===== src/rtl/mux_arbiter_4.sv =====
// mux_arbiter_4: four-way request arbiter with a registered output slot.
// Ports: clk, rst (sync, active-high), req[3:0], in_0..in_3, prio_mode,
//   out_ready in; out_valid, out_data, out_sel, ack[3:0], xfer_count out.
//   prio_mode 0 = round-robin after last winner, 1 = fixed (req[3] top).

module mux_arbiter_4 #(
  parameter int DATA_W = 8
) (
  input  logic              clk,
  input  logic              rst,
  input  logic [3:0]        req,
  input  logic [DATA_W-1:0] in_0,
  input  logic [DATA_W-1:0] in_1,
  input  logic [DATA_W-1:0] in_2,
  input  logic [DATA_W-1:0] in_3,
  input  logic              prio_mode,
  input  logic              out_ready,
  output logic              out_valid,
  output logic [DATA_W-1:0] out_data,
  output logic [1:0]        out_sel,
  output logic [3:0]        ack,
  output logic [7:0]        xfer_count
);

  typedef enum logic {
    IDLE = 1'b0,
    BUSY = 1'b1
  } state_t;

  state_t            state;
  logic [1:0]        last;
  logic [1:0]        win;
  logic [1:0]        rr_win;
  logic [1:0]        fp_win;
  logic [1:0]        rr_idx;
  logic              rr_found;
  logic              arb;
  logic              fire;
  logic [DATA_W-1:0] win_data;

  // The slot may be refilled when empty or when it drains this cycle.
  assign fire = (state == BUSY) && out_ready;
  assign arb  = (state == IDLE) || out_ready;

  // Round-robin: scan last+1, last+2, ... wrapping mod 4; the
  // fourth step lands back on last itself.
  always_comb begin
    rr_win   = 2'd0;
    rr_found = 1'b0;
    rr_idx   = 2'd0;
    for (int k = 1; k <= 4; k++) begin
      rr_idx = last + 2'(k);
      if (!rr_found && req[rr_idx]) begin
        rr_win   = rr_idx;
        rr_found = 1'b1;
      end
    end
  end

  always_comb begin
    fp_win = 2'd0;
    priority case (1'b1)
      req[3]:  fp_win = 2'd3;
      req[2]:  fp_win = 2'd2;
      req[1]:  fp_win = 2'd1;
      default: fp_win = 2'd0;
    endcase
  end

  assign win = prio_mode ? fp_win : rr_win;

  always_comb begin
    win_data = '0;
    unique case (win)
      2'd0: win_data = in_0;
      2'd1: win_data = in_1;
      2'd2: win_data = in_2;
      2'd3: win_data = in_3;
      default: win_data = '0;
    endcase
  end

  always_ff @(posedge clk) begin
    if (rst) begin
      state      <= IDLE;
      out_valid  <= 1'b0;
      out_data   <= '0;
      out_sel    <= 2'd0;
      ack        <= 4'b0000;
      xfer_count <= 8'd0;
      last       <= 2'd3;
    end else begin
      ack <= 4'b0000;
      if (fire) begin
        xfer_count <= xfer_count + 8'd1;
      end
      if (arb) begin
        if (req != 4'b0000) begin
          state     <= BUSY;
          out_valid <= 1'b1;
          out_data  <= win_data;
          out_sel   <= win;
          ack       <= 4'b0001 << win;
          last      <= win;
        end else begin
          state     <= IDLE;
          out_valid <= 1'b0;
        end
      end
    end
  end

endmodule


===== config.mk =====
export PLATFORM = sky130hd
export DESIGN_NAME = mux_arbiter_4
export DESIGN_NICKNAME = d
export VERILOG_FILES = /design/src/rtl/mux_arbiter_4.sv
export SDC_FILE = /design/constraint.sdc
export NUM_CORES = 1
export LEC_CHECK = 0
export ABC_CLOCK_PERIOD_IN_PS = 4100
export BUFFER_PORTS_ARGS = -buffer_cell sky130_fd_sc_hd__clkbuf_2
export CORE_MARGIN = 3
export CORE_UTILIZATION = 50
export CTS_BUF_LIST = sky130_fd_sc_hd__clkbuf_4 sky130_fd_sc_hd__clkbuf_8
export CTS_CLUSTER_SIZE = 25
export DETAILED_ROUTE_END_ITERATION = 12
export PLACE_DENSITY = 0.86
export SYNTH_ARGS = -nofsm -noshare
export SYNTH_HDL_FRONTEND = slang
export SYNTH_SLANG_ARGS = --single-unit
export TNS_END_PERCENT = 1

===== constraint.sdc =====
create_clock -name clk -period 4.1 [get_ports clk]
set_clock_uncertainty 0.15 [all_clocks]
set_input_delay 1.025 -clock clk [delete_from_list [all_inputs] [get_ports clk]]
set_output_delay 1.025 -clock clk [all_outputs]
set_load 0.02 [all_outputs]

==> flow_metrics.py <==
metrics = {
    "route": {
        "ant_nets": 0,
        "routed_via_density": 5.748,
        "drc": 0,
        "first_iter_violations": 47,
        "routed_wl_mm": 3.539,
        "drt_pass1_iterations": 4,
        "num_vias": 1368,
        "routedWlPerCell_um": 14.87,
    },
    "grt": {
        "grt_max_degree": 19,
        "globalRouteTotalUtil": 0.2236,
        "grt_pass1_wl_mm": 5.885,
        "grt_antenna_before_repair": 0,
        "first_global_vias": 1391,
        "grt_overflow_total": 0,
    },
    "placement": {
        "gp_congestion": 0.7884,
        "port_buffers": 62,
        "place_inst": 234,
        "dpl.hpwl_mm": 2.622,
        "place_area_um2": 1546,
    },
    "clock_tree": {
        "clock_latency_ns": 0.32,
        "cts_tree": "yes",
        "clock_path_buffers": 2,
        "clkTransAtPathRegs_ns": 0.15,
        "cts-htree-levels": 1,
        "cts_hold_buf": 0,
        "cts_resized": 0,
        "cts-buffers-inserted": 3,
        "postCtsSetupRepairBufs": 0,
        "cts-root-buf": "clkbuf_4",
        "clkSinkCount": 25,
    },
    "cells_and_area": {
        "diodes": 0,
        "syn_to_final_growth_pct": 22.93,
        "ff_latch_area_um2": 500.5,
        "fillers": 204,
        "drive_gt1_frac": 0.3429,
        "post-route-util": 0.6800,
        "fin_cells": 238,
        "final_area_um2": 1577,
        "multiInputGateArea_um2": 693.2,
        "nets": 252,
    },
    "critical_path": {
        "path_buf_inv": 1,
        "crit_type": "input pin to flip-flop",
        "crit_path_top_delay_cell": "nor2_1",
        "crit_top_cell": "nor2_1",
        "r2r_slack_ns": 1.85,
        "endpoint_kind": "flip-flop",
        "worstReg2RegEnd": "out_data[2]$_SDFFE_PP0P_",
        "cp_cell_sequence": "clkbuf_2, nor4_2, nor2_1, nor2_1, a221oi_1, a32oi_1",
        "critPathTopFamily": "simple AND/OR/NAND/NOR gates",
        "cp.depth": 6,
        "reg2reg_from": "state$_SDFFE_PP0N_",
        "critPathLaunchType": "input pin",
        "crit_required_ns": 4.20,
        "worst-r2r-cell-count": 5,
        "cp_data_arrival_time_ns": 2.79,
        "crit_path_max_incr_delay_ns": 0.53,
        "crit_fanout": 11,
    },
    "sta": {
        "slew_violations": 0,
        "fin_crit_sh": 0.6569,
        "hold_viol": 0,
        "relSlewSlack": 0.3200,
        "setup_viol": 0,
        "fmax_mhz": 371.3,
        "hold-worst-slack_ns": 0.3214,
        "post-route-min-period_ns": 2.693,
        "rsz0062_at_grt": "false",
        "tightest_slew_ns": 1.012,
        "fin_setup_tns_ns": 0,
    },
    "die": {
        "io_pins": 63,
        "dieArea_um2": 3209,
        "die_height_um": 56.65,
        "num_rows": 17,
        "core_area_um2": 2318,
        "die_w_um": 56.65,
        "start_util": 0.5532,
    },
    "min_path": {
        "hold_class": "flip-flop to flip-flop",
        "min_from": "out_sel[0]$_SDFFE_PP0P_",
        "hold_depth": 2,
        "min_to": "out_sel[0]$_SDFFE_PP0P_",
    },
    "yosys": {
        "yosys_warnings": 0,
        "synth_edf_count": 0,
        "synthCells": 152,
        "syn-mean-instance-area_um2": 8.437,
        "ys.flop_type": "dfxtp_1",
        "syn-num-nets": 193,
        "synthArstFlopShare": 0,
        "synth-seq-cells": 25,
        "yosysTopAreaCellShare": 0.3902,
        "yosysTopAreaCell": "dfxtp_1",
        "synth_cell_types": 37,
        "synth_area_leaders": "dfxtp_1 (39%), nand2_1 (7.9%), a221oi_1 (5.5%)",
        "ys_seq_area_frac": 0.3902,
        "syn_area_um2": 1282,
    },
    "run": {
        "cap_violations": 0,
    },
    "power_and_ir_drop": {
        "ir_drop_mv": 0.2506,
        "power.density_nw_per_um2": 351.1,
        "p_leak_nw": 0.7150,
    },
    "run_status": {
        "status": "finished, final reports clean",
    },
}
-- how the worst max path moves through the flow --
stage	start	to	slack, ns
after CTS	rst	out_data[2]$_SDFFE_PP0P_	1.42
after global placement	rst	out_data[4]$_SDFFE_PP0P_	1.16
after global routing	rst	out_data[2]$_SDFFE_PP0P_	1.22
after floorplan	req[0]	out_data[0]$_SDFFE_PP0P_	1.73
after detailed placement	rst	out_data[2]$_SDFFE_PP0P_	1.10
final	req[1]	out_data[2]$_SDFFE_PP0P_	1.41
-- cell usage in the layout, fill, tap and decap left out, drive strengths merged, types with 2 or more instances in the layout --
| master | instances |
|---|---|
| clkbuf | 65 |
| nor2 | 13 |
| nand4 | 3 |
| xor2 | 4 |
| and3 | 3 |
| a32oi | 8 |
| or3 | 4 |
| nor2b | 5 |
| nand2 | 27 |
| a221oi | 8 |
| nor3 | 3 |
| nand3 | 8 |
| or2 | 2 |
| a21oi | 5 |
| dfxtp | 25 |
| inv | 2 |
| o21ai | 11 |
-- layout make-up --
class	instances	share of cell area
clock inverter	1	0.004762
tap	28	0.02222
timing repair buffer	62	0.1968
inverter	2	0.004762
clock buffer	3	0.01429
sequential	25	0.3175
multi-input combinational	117	0.4397
-- stage by stage --
step / setup WS, ns / total power, mW
after global placement: 1.164 / 0.4347
after floorplan: 1.726 / 0.3925
after detailed placement: 1.098 / 0.4419
after global routing: 1.219 / 0.5820
after CTS: 1.422 / 0.5512
final: 1.407 / 0.5536
-- cell usage after synthesis (2+ instances only) --
library cell / n
a21oi_1: 5
a221oi_1: 8
a32oi_1: 8
and3_1: 3
buf_6: 3
clkbuf_1: 2
dfxtp_1: 25
inv_1: 2
nand2_1: 27
nand3_1: 8
nand4_1: 3
nor2_1: 12
nor2b_1: 5
nor3_1: 2
o21ai_0: 11
or3_1: 4
xor2_1: 4
-- where the power goes --
part	total, mW	switching [mW]	internal, mW
sequential	0.283	0.0170	0.266
clock	0.114	0.0771	0.0372
combinational	0.156	0.0971	0.0588
-- state kept, by name, indices dropped and copies added (netlist names) --
register and cells:
out_sel 2, xfer_count 8, out_data 8, state 1, last 2, ack 4
-- worst reg2reg max path: cells and delay by family (launching register included) --
family | cells | cell delay, ns
and+or+nand+nor | 3 | 1.09
DFF | 1 | 0.36
AOI/OAI and AO/OA | 2 | 0.56
-- kinds of logic after synthesis --
kind of cell | synth area share
AOI/OAI and AO/OA | 0.2146
xor gates and xnor gates | 0.03414
adders and majority gates | 0.009755
buffers and inverters | 0.06927
DFF | 0.3902
muxes | 0.007805
and+or+nand+nor | 0.2742
-- metal layers --
layer / part of all wire / global-route usage / wire length, µm
met1: 0.41 / 0.2690 / 1452
met2: 0.52 / 0.4125 / 1842
met5: 0 / 0 / 0
met4: 0.0059 / 0.05085 / 21
met3: 0.063 / 0.03218 / 222
Note: power is estimated with default switching activity, not from simulation.
